<file path="src/rtl/instr_fetch_pkg.sv">
// Shared fetch/controller definitions: widths, fetch FSM encoding
// and the bit positions of the fetch-related OPs control bits.
package instr_fetch_pkg;

  localparam int IR_W = 16;
  localparam int PC_W = 8;

  localparam logic [1:0] S_IDLE = 2'd0;
  localparam logic [1:0] S_REQ  = 2'd1;
  localparam logic [1:0] S_WAIT = 2'd2;
  localparam logic [1:0] S_HOLD = 2'd3;

  typedef enum logic [1:0] {
    IDLE = S_IDLE,
    REQ  = S_REQ,
    WAIT = S_WAIT,
    HOLD = S_HOLD
  } fetch_state_e;

  localparam int OP_FETCH = 0;
  localparam int OP_JMP   = 1;
  localparam int OP_JMPZ  = 2;
  localparam int OP_HALT  = 3;

endpackage

</file>
<file path="src/rtl/instr_fetch_pc_next.sv">
// Next-PC select: unconditional jump, then taken conditional
// jump, then optional increment (wraps modulo 2^PC_W).
module pc_next #(
  parameter int PC_W = 8
) (
  input  logic            inc,
  input  logic            jmp,
  input  logic            jmpz,
  input  logic            z,
  input  logic [PC_W-1:0] pc,
  input  logic [PC_W-1:0] target,
  output logic [PC_W-1:0] npc
);

  localparam logic [PC_W-1:0] ONE = 1;

  always_comb begin
    npc = pc;
    unique case (1'b1)
      jmp:        npc = target;
      (jmpz & z): npc = target;
      inc:        npc = pc + ONE;
      default:    npc = pc;
    endcase
  end

endmodule

</file>
<file path="src/rtl/instr_fetch.sv">
// Instruction fetch: owns the PC, issues one synchronous memory
// read per request and holds the fetched word in IR.
module instr_fetch #(
  parameter int IR_W = instr_fetch_pkg::IR_W,
  parameter int PC_W = instr_fetch_pkg::PC_W,
  parameter logic [PC_W-1:0] RESET_PC = '0
) (
  input  logic            clk,
  input  logic            rst_n,
  input  logic            start,
  input  logic            fetch,
  input  logic            jmp,
  input  logic            jmpz,
  input  logic            z,
  input  logic            halt,
  input  logic [PC_W-1:0] target,
  output logic            imem_en,
  output logic [PC_W-1:0] imem_addr,
  input  logic [IR_W-1:0] imem_rdata,
  output logic [IR_W-1:0] IR,
  output logic            ir_valid,
  output logic [PC_W-1:0] pc,
  output logic            busy
);

  import instr_fetch_pkg::*;

  fetch_state_e    state_q, state_d;
  logic [PC_W-1:0] pc_q, pc_d;
  logic [IR_W-1:0] ir_q, ir_d;
  logic            irv_q, irv_d;
  logic            en_q, en_d;
  logic [PC_W-1:0] addr_q, addr_d;
  logic            busy_q, busy_d;

  logic            sel_inc;
  logic            sel_jmp;
  logic            sel_jz;
  logic [PC_W-1:0] npc;

  pc_next #(.PC_W(PC_W)) u_pc_next (
    .inc    (sel_inc),
    .jmp    (sel_jmp),
    .jmpz   (sel_jz),
    .z      (z),
    .pc     (pc_q),
    .target (target),
    .npc    (npc)
  );

  always_comb begin
    state_d = state_q;
    pc_d    = pc_q;
    ir_d    = ir_q;
    irv_d   = irv_q;
    en_d    = 1'b0;
    addr_d  = addr_q;
    sel_inc = 1'b0;
    sel_jmp = 1'b0;
    sel_jz  = 1'b0;
    unique case (state_q)
      IDLE: begin
        if (start) begin
          pc_d    = RESET_PC;
          addr_d  = RESET_PC;
          en_d    = 1'b1;
          state_d = REQ;
        end
      end
      REQ: begin
        state_d = WAIT;
      end
      WAIT: begin
        ir_d    = imem_rdata;
        irv_d   = 1'b1;
        sel_inc = 1'b1;
        pc_d    = npc;
        state_d = HOLD;
      end
      HOLD: begin
        if (halt) begin
          irv_d   = 1'b0;
          state_d = IDLE;
        end else if (fetch) begin
          irv_d   = 1'b0;
          sel_jmp = jmp;
          sel_jz  = jmpz;
          pc_d    = npc;
          addr_d  = npc;
          en_d    = 1'b1;
          state_d = REQ;
        end
      end
      default: state_d = IDLE;
    endcase
    busy_d = (state_d != IDLE);
  end

  always_ff @(posedge clk or negedge rst_n) begin
    if (!rst_n) begin
      state_q <= IDLE;
      pc_q    <= '0;
      ir_q    <= '0;
      irv_q   <= 1'b0;
      en_q    <= 1'b0;
      addr_q  <= '0;
      busy_q  <= 1'b0;
    end else begin
      state_q <= state_d;
      pc_q    <= pc_d;
      ir_q    <= ir_d;
      irv_q   <= irv_d;
      en_q    <= en_d;
      addr_q  <= addr_d;
      busy_q  <= busy_d;
    end
  end

  assign imem_en   = en_q;
  assign imem_addr = addr_q;
  assign IR        = ir_q;
  assign ir_valid  = irv_q;
  assign pc        = pc_q;
  assign busy      = busy_q;

endmodule

</file>
<file path="config.mk">
export PLATFORM = sky130hd
export DESIGN_NAME = instr_fetch
export DESIGN_NICKNAME = d
export VERILOG_FILES = /design/src/rtl/instr_fetch_pkg.sv /design/src/rtl/instr_fetch_pc_next.sv /design/src/rtl/instr_fetch.sv
export SDC_FILE = /design/constraint.sdc
export NUM_CORES = 1
export LEC_CHECK = 0
export CAP_MARGIN = 20
export CORE_MARGIN = 1.5
export CORE_UTILIZATION = 44
export DETAILED_ROUTE_END_ITERATION = 10
export PLACE_DENSITY = 0.87
export SETUP_SLACK_MARGIN = 0.1
export SLEW_MARGIN = 10
export SYNTH_ARGS = -nofsm -noshare
export SYNTH_HDL_FRONTEND = slang
export SYNTH_SLANG_ARGS = --single-unit
</file>
<file path="constraint.sdc">
create_clock -name clk -period 2.5 [get_ports clk]
set_input_delay 0.5 -clock clk [delete_from_list [all_inputs] [get_ports clk]]
set_output_delay 0.5 -clock clk [all_outputs]
set_load 0.02 [all_outputs]
</file>
# ---- Word level (Yosys, flattened, before mapping)
# Cells that the tools add are included.
dict set report classes {
  n_eq_ne 7
  addsub 1
  mux 24
  n_reduce_logical 9
  n_bitwise 1
}
# operator n
set op_table {}
lappend op_table {{8-bit one-hot mux with 2 select lines} 2}
lappend op_table {{8-bit two-way mux} 3}
lappend op_table {{8-bit one-hot mux with 3 select lines} 1}
lappend op_table {{1-bit two-way mux} 12}
lappend op_table {{8-bit by 1-bit adder with 8-bit output, second input constant} 1}
lappend op_table {{2-bit one-hot mux with 4 select lines} 1}
lappend op_table {{4-bit AND reduction} 2}
lappend op_table {{2-bit two-way mux} 3}
lappend op_table {{2-bit inequality test, second input constant} 3}
lappend op_table {{2-bit nonzero test} 3}
lappend op_table {{2-bit equality test, second input constant} 2}
lappend op_table {{1-bit one-hot mux with 2 select lines} 2}
lappend op_table {{3-bit inequality test, second input constant} 1}
lappend op_table {{3-bit nonzero test} 1}
lappend op_table {{2-bit by 1-bit equality test with 1-bit output, second input constant} 1}
lappend op_table {{2-bit logical NOT} 1}
lappend op_table {{2-bit AND reduction} 1}
lappend op_table {{2-bit OR reduction} 1}
lappend op_table {{1-bit AND} 1}
dict set report totals {
  in_bits 32
  reg_bits 37
}

# ---- Logic depth before layout (Yosys ltp)
# Gate-level depths: netlist (run 1).
dict set report logic_depth {
  ltp_word 9
  depth_mapped 8
  mapped_depth_nobuf 7
}

# ---- By module
# A second synthesis (run 1) with hierarchy kept.
dict set report unflattened {
  cells_unflattened 164
  area_unflattened_um2 1874.3
}
# mod seq_area_each_um2 instances cells_per_inst area_per_inst_um2
set modules_own_cells {}
lappend modules_own_cells {instr_fetch 925.9 1 125 1591.5}
lappend modules_own_cells {pc_next 0.0 1 39 282.8}

# ---- Worst setup path after synthesis (run 1)
# OpenSTA, ideal clock, no wires.
dict set report synth_path {
  path_type {reg-to-reg}
  startpoint {register state_q[0]}
  endpoint {register ir_q[10], in the netlist IR[10]}
  slack_ns 0.754
  setup_ns 0.125
  arrival_ns 1.622
  stages_incl_launch_ff 6
  period_less_slack_ns 1.746
  cell_sequence {dfrtp_1 -> inv_1 -> ha_1 -> clkbuf_1 -> buf_2 -> mux2_2}
}
dict set report synth_via {
  elab_chain_len 1
}
# item line_no
set synth_lines {}
lappend synth_lines {{start, declared} instr_fetch.sv:28} ;# fetch_state_e state_q, state_d;
lappend synth_lines {{start signal, assigned} instr_fetch.sv:109} ;# state_q <= state_d;
lappend synth_lines {{2-bit equality test} instr_fetch.sv:61} ;# unique case (state_q)
lappend synth_lines {{end signal, assigned} instr_fetch.sv:111} ;# ir_q <= ir_d;
lappend synth_lines {{end, declared} instr_fetch.sv:30} ;# logic [IR_W-1:0] ir_q, ir_d;
# Every way passes these cells.
# A chain may end at the register's enable or synchronous reset.

# ---- Worst setup path in the final report (run 1)
dict set report layout_path {
  startpoint {input fetch}
  endpoint {register pc_q[7], in the netlist pc[7]}
}
dict set report layout_via {
  elab_chain_len 9
}
# item line_no
set layout_lines {}
lappend layout_lines {{start, declared} instr_fetch.sv:11} ;# input logic fetch,
lappend layout_lines {{1-bit two-way mux} instr_fetch.sv:84} ;# end else if (fetch) begin
lappend layout_lines {{1-bit two-way mux} instr_fetch.sv:81} ;# if (halt) begin
lappend layout_lines {{1-bit two-way mux} instr_fetch.sv:61}
lappend layout_lines {{1-bit AND} instr_fetch_pc_next.sv:21} ;# (jmpz & z): npc = target;
lappend layout_lines {{2-bit OR reduction (no line)} --}
lappend layout_lines {{8-bit one-hot mux with 2 select lines} instr_fetch_pc_next.sv:19} ;# unique case (1'b1)
lappend layout_lines {{8-bit two-way mux} instr_fetch.sv:84}
lappend layout_lines {{8-bit two-way mux} instr_fetch.sv:81}
lappend layout_lines {{8-bit one-hot mux with 3 select lines} instr_fetch.sv:61}
lappend layout_lines {{end signal, assigned} instr_fetch.sv:110} ;# pc_q <= pc_d;
lappend layout_lines {{end, declared} instr_fetch.sv:29} ;# logic [PC_W-1:0] pc_q, pc_d;
# Several ways; a longest one is shown, not always the timed one. The select of a mux whose other input is x is not followed.

==> results by stage, run 1 <==
Pwr:
- The static leakage is between 1 and 1.5 nW.
- The maximum ir drop on the vdd rail is roughly 0.00065 V.
- The power density normalized to cell area is 1059 mW/mm2.

Synthesis:
- When the netlist entered floorplanning its net count stood at 195.
- Yosys mapped the design onto 28 distinct sky130hd cell types.
- In the synthesized netlist the dominant register cell turns out to be sky130_fd_sc_hd__dfrtp_1.
- After synthesis the cells add up to 0.001769 mm2.
- The synthesized design contains 0 enable-type register cells.
- For this run, the register share of the synthesized area comes to 0.5233.
- The post-synthesis cell count is 157.
- Counting flops with an async set or reset pin after synthesis yields a share of 1.000.
- After synthesis the netlist holds a flip-flop and latch count of 37.
- The post-synthesis area per instance is around 11 um2.
- The Yosys step of the flow raised 0 warnings.

Timing:
- The final critical path time including I/O delays and setup is about 2.0 ns.
- Setup repair after global routing left no endpoint under its margin.
- Timing would allow up to a little over 500 MHz.
- The final period utilization is 0.7858.
- Setup slack on the critical path of the routed design comes to 0.5354 ns.
- The hold violation total from the final report is 0.
- The worst slack on hold paths is 0.2874 ns.
- For the final database, setup skew stands at approximately 0.0075 ns.
- The final setup TNS is 0 ns.
- For the pin with the worst max-slew slack, the measured transition is 0.7980 ns.
- The relative slew slack is 0.4680.
- The number of setup violations in the final report is 0.
- The final count of pins violating max slew is 0.

Hold path:
- The path class of the tightest hold or removal check is in -> async.

Final layout:
- For this run, the share of the core covered by cells in the final layout is 0.6898.
- The count of filler cells inserted in the layout is 289.
- The repair_antennas step left the layout with diodes totalling 0.
- The proportion of layout cells with a drive suffix above 1 is 0.1478.
- Compared with the post-synthesis result, the final layout area differs by 47.03%.
- Once layout is complete, the cells apart from fillers number around 280.
- The final layout contains 267 nets.

Die:
- The initialized floorplan defines 22 standard-cell rows.
- Measured along the x axis, the die boundary spans approximately 66 um.
- The area of the core is 0.003771 mm2.
- The number of I/O pins is 67.
- The height of the die is 66.41 um.
- The initial standard-cell utilization of the core is 0.4691.
- The die footprint is 0.004410 mm2.

Worst setup path:
- For the worst setup path, the data arrival time is 2.13 ns.
- The peak fanout along the critical path is 9.
- The capturing element type of the critical path is a flop.
- The path type of the worst setup path is in -> reg.
- The required time of the critical path is 2.67 ns.
- The start of the worst register-to-register path is state_q[1].
- STA classifies the critical path startpoint as an input pin.
- The critical path starts at fetch.

GRT:
- The initial antenna violation count is 0.
- The via count of the first global-routing pass is 1426.
- The maximum number of pins on one net before global-route repair is 38.
- For this run, the total global-route usage over all layers was measured as 0.2155.
- The global-route wire length before repair is ~7 mm.
- Global routing finished with a remaining overflow of 0.

Detailed routing:
- The sum of met2 wire segment lengths after detailed routing is 2.051 mm.
- The aggregate routed wire length is about 4.2 mm.
- The final route contains 1454 vias.
- In this run the remaining antenna-violating nets after routing total 0.
- The met3 layer wire length in the routed design is between 200 and 250 um.
- After detailed routing, the average wire length per cell comes to roughly 15 um.
- The pre-antenna-repair detailed-routing pass consisted of 4 iterations.
- The DRC violation count after routing is 0.
- The highest layer touched by signal routing is met4.
- The initial detailed-routing violation count is 106.
- Using the TritonRoute via totals, the vias-per-cell ratio works out to ~5.2.
- In the final routing, the length of wire on met1 measures 1.783 mm.

Place:
- Before CTS, the worst setup slack after placement is 0.2250 ns.
- The count of buffers inserted at the top-level ports is 66.
- The total half-perimeter wirelength after legalization and detailed placement is 3.070 mm.
- At the end of routability-driven placement, the weighted congestion stood at approximately 0.92.
- The post-placement cell count is 270.

CTS:
- The CTS tree is yes.
- The deepest level of the CTS H-tree is 2.
- The CTS clock-pin slew for the worst setup and hold paths is approximately 0.080 ns.
- The clock net in this run drives a total of 37 sinks.
- Once the clock tree was built, the setup fixing pass inserted 0 buffers.
- The hold buffer count at cts is 0.
- The clock buffer count from CTS is 5.
- The cell sitting at the root of the clock tree is a sky130_fd_sc_hd__clkbuf_8.
- The number of instances resized during post-cts repair is 0.
- No sink is reached through more buffers than the 2 on the longest clock path.
- The clock network latency to the later pin of the worst-skew pair is 0.30 ns.

Run:
- The number of max-cap violations is 0.

Run status:
- The flow ran to the end, and the final reports show no timing, DRC or antenna violations.
==> sequential cells by signal (all words and copies together) (netlist names) <==
signal	count
imem_en	1
IR	16
state_q	2
pc	8
busy	1
imem_addr	8
ir_valid	1
==> worst max-delay path, stage by stage <==
cell	delay [ns]
sky130_fd_sc_hd__clkdlybuf4s50_1	0.57
sky130_fd_sc_hd__nand3b_2	0.16
sky130_fd_sc_hd__nor2_4	0.26
sky130_fd_sc_hd__nor2_1	0.16
sky130_fd_sc_hd__a221oi_1	0.36
sky130_fd_sc_hd__o21ai_0	0.12
==> kinds of logic after synthesis <==
| family | Yosys count | synth area share |
|---|---|---|
| and+or+nand+nor | 47 | 0.1365 |
| DFF | 37 | 0.5233 |
| buffers and inverters | 6 | 0.01415 |
| AOI/OAI and AO/OA | 37 | 0.1351 |
| adders and majority gates | 6 | 0.04243 |
| muxes | 18 | 0.1188 |
| xor gates and xnor gates | 6 | 0.02970 |
==> cell usage after synthesis, types with 2 or more instances <==
library cell	count	area [um2]
sky130_fd_sc_hd__dfrtp_1	37	925.9
sky130_fd_sc_hd__mux2_2	16	180.2
sky130_fd_sc_hd__nand2_1	14	52.55
sky130_fd_sc_hd__o21ai_0	13	65.06
sky130_fd_sc_hd__nor2_1	8	30.03
sky130_fd_sc_hd__a21oi_1	7	35.03
sky130_fd_sc_hd__nor2b_1	7	43.79
sky130_fd_sc_hd__a22o_1	6	52.55
sky130_fd_sc_hd__ha_1	6	75.07
sky130_fd_sc_hd__nand3_1	5	25.02
sky130_fd_sc_hd__xnor2_1	5	43.79
sky130_fd_sc_hd__a221oi_1	4	35.03
sky130_fd_sc_hd__and2_1	3	18.77
sky130_fd_sc_hd__o31ai_1	3	22.52
sky130_fd_sc_hd__or2_2	3	18.77
sky130_fd_sc_hd__a21o_1	2	15.01
sky130_fd_sc_hd__and3_1	2	12.51
sky130_fd_sc_hd__buf_2	2	10.01
sky130_fd_sc_hd__clkbuf_1	2	7.510
sky130_fd_sc_hd__inv_1	2	7.510
sky130_fd_sc_hd__mux2_4	2	30.03
sky130_fd_sc_hd__nand2b_1	2	12.51
==> worst paths after layout <==
| check | endpoint | slack [ns] | depth (start not counted) |
|---|---|---|---|
| max in group asynchronous | pc[1] | 1.71 | 1 |
| worst max register to register | pc[7] | 0.54 | 6 |
| worst max-delay path | pc[7] | 0.54 | 6 |
| min in group clk | imem_addr[4] | 0.49 | 2 |
| worst min register to register | imem_addr[4] | 0.49 | 2 |
| worst min-delay path | IR[1] | 0.29 | 1 |
==> layer usage <==
metal  track usage  vias up
li1              -      699
met1        0.2659      692
met2        0.3538       54
met3       0.05281        9
met4       0.09949        0
met5             0        -
==> power breakdown <==
group / switching, mW / internal (mW) / total (mW)
logic: 0.681 / 0.656 / 1.34
clock network: 0.218 / 0.299 / 0.518
registers: 0.111 / 0.790 / 0.902
==> per-stage QoR <==
| step | total power [mW] | area, um2 |
|---|---|---|
| after floorplan | 1.678 | 1769 |
| after global placement | 2.230 | 2490 |
| after detailed placement | 2.261 | 2490 |
| after CTS | 2.779 | 2601 |
| after global routing | 2.930 | 2601 |
| final | 2.756 | 2601 |
==> layout make-up <==
type / instances / area [um2] / share of cell area
Sequential cell: 37 / 925.9 / 0.3559
Multi-Input combinational cell: 114 / 818.3 / 0.3146
Timing Repair Buffer: 69 / 678.2 / 0.2607
Clock buffer: 6 / 72.57 / 0.02790
Tap cell: 48 / 60.06 / 0.02309
Clock inverter: 2 / 38.79 / 0.01491
Inverter: 2 / 7.507 / 0.002886
==> cell usage in the layout, fill, tap and decap left out, drive strengths merged, types with 7 or more instances in the layout <==
cell	netlist	final
clkdlybuf4s50	0	65
dfrtp	37	37
mux2	18	18
nand2	14	14
o21ai	14	14
nor2	9	9
nor2b	7	7
a21oi	7	7
(Power assumes the default switching activity.)
==> inputs of run 2 (changes only) <==
clock period = 2 ns   (was 2.5 ns; I/O delays follow)
==> results by stage, run 2 (synthesized netlist as in run 1, its figures left out) <==
Run status:
- The flow ran to the end, and the final reports show no timing, DRC or antenna violations.

Die:
- The height of the die was 66.41 um (unchanged).
- The overall die width came to 66.41 um (unchanged).
- The total number of placement rows was 22 (unchanged).
- The area of the core is 0.003771 mm2 (unchanged).
- The initial standard-cell utilization of the core is 0.4691 (unchanged).
- The number of I/O pins was 67 (unchanged).
- The die footprint came to 0.004410 mm2 (unchanged).

GRT:
- The maximum number of pins on one net before global-route repair was 38 (unchanged).
- The via count of the first global-routing pass is 1510 (+5.9%).
- The remaining global-route overflow is 0 (unchanged).
- The total track usage came to 0.2202 (+0.004708).
- The initial antenna violation count came to 0 (unchanged).
- The global-route wire length before repair was 7.127 mm (+1.8%).

CTS:
- The CTS clock-pin slew for the worst setup and hold paths was 0.07 ns (about the same).
- The number of instances resized during post-cts repair is 0 (unchanged).
- The hold buffer count at cts is 0 (unchanged).
- The clock network latency to the later pin of the worst-skew pair came to 0.30 ns (about the same).
- The clock buffer count from CTS is 5 (unchanged).
- The total clock sinks is 37 (unchanged).
- The deepest level of the CTS H-tree is 2 (unchanged).
- The clock tree buffer depth came to 2 (unchanged).
- The master cell of the clock root buffer is sky130_fd_sc_hd__clkbuf_8.
- TritonCTS built the clock tree.
- The buffers inserted during post-CTS setup optimization is 0 (unchanged).

Detailed routing:
- The detailed-routing iteration count for the pre-antenna-repair pass is 4 (unchanged).
- The detail-routed net length per standard cell was 15.01 um (+0.21%).
- The DRC violation count after routing came to 0 (unchanged).
- The number of nets with antenna violations after detailed routing is 0 (unchanged).
- The initial detailed-routing violation count is 89 (-16%).
- The aggregate routed wire length is 4.294 mm (+3.1%).
- The detailed-route vias per instance came to 5.273 (+0.81%).
- The total vias in the final route was 1508 (+3.7%).

Worst setup path:
- The arrival time of data at the critical path endpoint is 1.43 ns (-0.70 ns).
- The path type of the worst setup path is reg -> out.
- The peak fanout along the critical path is 7 (-2).
- The longest individual stage delay on the worst path is 0.65 ns (+0.08 ns).
- The number of buffers and inverters on the critical path is 1 (unchanged).
- The capturing element type of the critical path is a primary output.
- Traced cell by cell, the critical path runs through clkdlybuf4s50_1.
- The required time of the critical path is 1.60 ns (-1.07 ns).
- The worst setup path is launched from a flop.
- The reg2reg setup slack is 0.25 ns (-0.29 ns).
- The largest delay contributor family on the critical path is buffers and inverters.
- The slowest stage of the critical path belongs to the cell sky130_fd_sc_hd__clkdlybuf4s50_1.

Timing:
- The slew of the pin with the lowest slew margin is 0.4638 ns (-0.3343 ns).
- The final count of pins violating max slew came to 0 (unchanged).
- The final setup skew was 0.006090 ns (-0.001446 ns).
- The worst slack on hold paths is 0.1365 ns (-0.1509 ns).
- The relative slew slack is 0.6908 (+0.2229).
- The hold violation total from the final report is 0 (unchanged).
- Setup repair after global routing could not meet its margin everywhere.
- The final critical path time including I/O delays and setup is 1.834 ns.
- The number of setup violations in the final report is 0 (unchanged).
- The maximum clock frequency is 545.3 MHz.
- The final period utilization is 0.9170.

Final layout:
- The number of nets in the final layout is 275 (+3.0%).
- The final cell count without fillers was 286 (+2.9%).
- The antenna diode count was 0 (unchanged).
- In the layout the commonest cells are 64 x sky130_fd_sc_hd__clkdlybuf4s50_1, 37 x sky130_fd_sc_hd__dfrtp_1, 16 x sky130_fd_sc_hd__mux2_2.
- The utilization of the core after routing is 0.7110 (+0.02123).
- The number of flip-flops in the largest register is 16 (unchanged).
- Leaving out fill and tap cells, the most frequent cell in the layout is sky130_fd_sc_hd__clkdlybuf4s50_1.
- The synthesis-to-layout area growth is 51.56%.
- The proportion of layout cells with a drive suffix above 1 is 0.2059 (+0.05806).

Place:
- The post-placement cell count is 278 (+3.0%).
- The final weighted congestion of routability-driven global placement is 0.8896 (-3.6%).
- The total half-perimeter wirelength after legalization and detailed placement is 3.148 mm (+2.5%).
- The count of buffers inserted at the top-level ports was 66 (unchanged).

Pwr:
- The total power of the final layout is 3.461 mW (+26%).
- The static leakage is 1.155 nW (+4.6%).
- The power density normalized to cell area is 1291 mW/mm2 (+22%).
- The maximum ir drop on the vdd rail is 0.0009934 V (+54%).

Hold path:
- The tightest min-delay check is of the in -> async type.

Run:
- The number of max-cap violations is 0 (unchanged).
## run 2: cell count changes in the layout (fill, tap and decap cells not counted), moves of 2 or more
cell	before	now
sky130_fd_sc_hd__ha_2	0	2
sky130_fd_sc_hd__ha_1	6	4
sky130_fd_sc_hd__buf_4	3	10
sky130_fd_sc_hd__a221oi_2	0	3
sky130_fd_sc_hd__a221oi_1	4	1
## run 2: metal layers
metal,part of all wire,track usage
met4,0.022,0.07908
met3,0.056,0.05451
met2,0.52,0.3688
met5,0,0
met1,0.40,0.2747
## run 2: where the power goes
| group | internal, mW | switching [mW] |
|---|---|---|
| Clock | 0.247 | 0.282 |
| Combinational | 0.911 | 0.890 |
| Sequential | 0.988 | 0.145 |
| Total | 2.15 | 1.32 |
## run 2: through the flow
stage                TNS [ns]  cell area (um2)  setup slack, ns
global placement            0             2562          0.02856
floorplan                   0             1769           0.2537
finish                      0             2681           0.1660
detailed placement  -0.009710             2562        -0.006338
global route                0             2681          0.07471
CTS                         0             2653           0.1446
## run 2: area by class of cell
class / instances / area [um2]
Timing Repair Buffer: 77 / 753.2
Clock inverter: 3 / 21.27
Clock buffer: 5 / 68.82
Inverter: 2 / 7.507
Tap cell: 48 / 60.06
Multi-Input combinational cell: 114 / 844.6
Sequential cell: 37 / 925.9
Fill cell: 283 / 1090
## run 2: path summary, 6_finish.rpt
kind,startpoint,to,cells after the start
setup / recovery,pc[2],pc[2],1
hold / removal,rst_n,IR[11],2
setup reg to reg,state_q[1],imem_addr[4],6
hold reg to reg,imem_addr[5],imem_addr[5],2
max in group asynchronous,rst_n,imem_addr[7],2
min in group clk,imem_addr[5],imem_addr[5],2
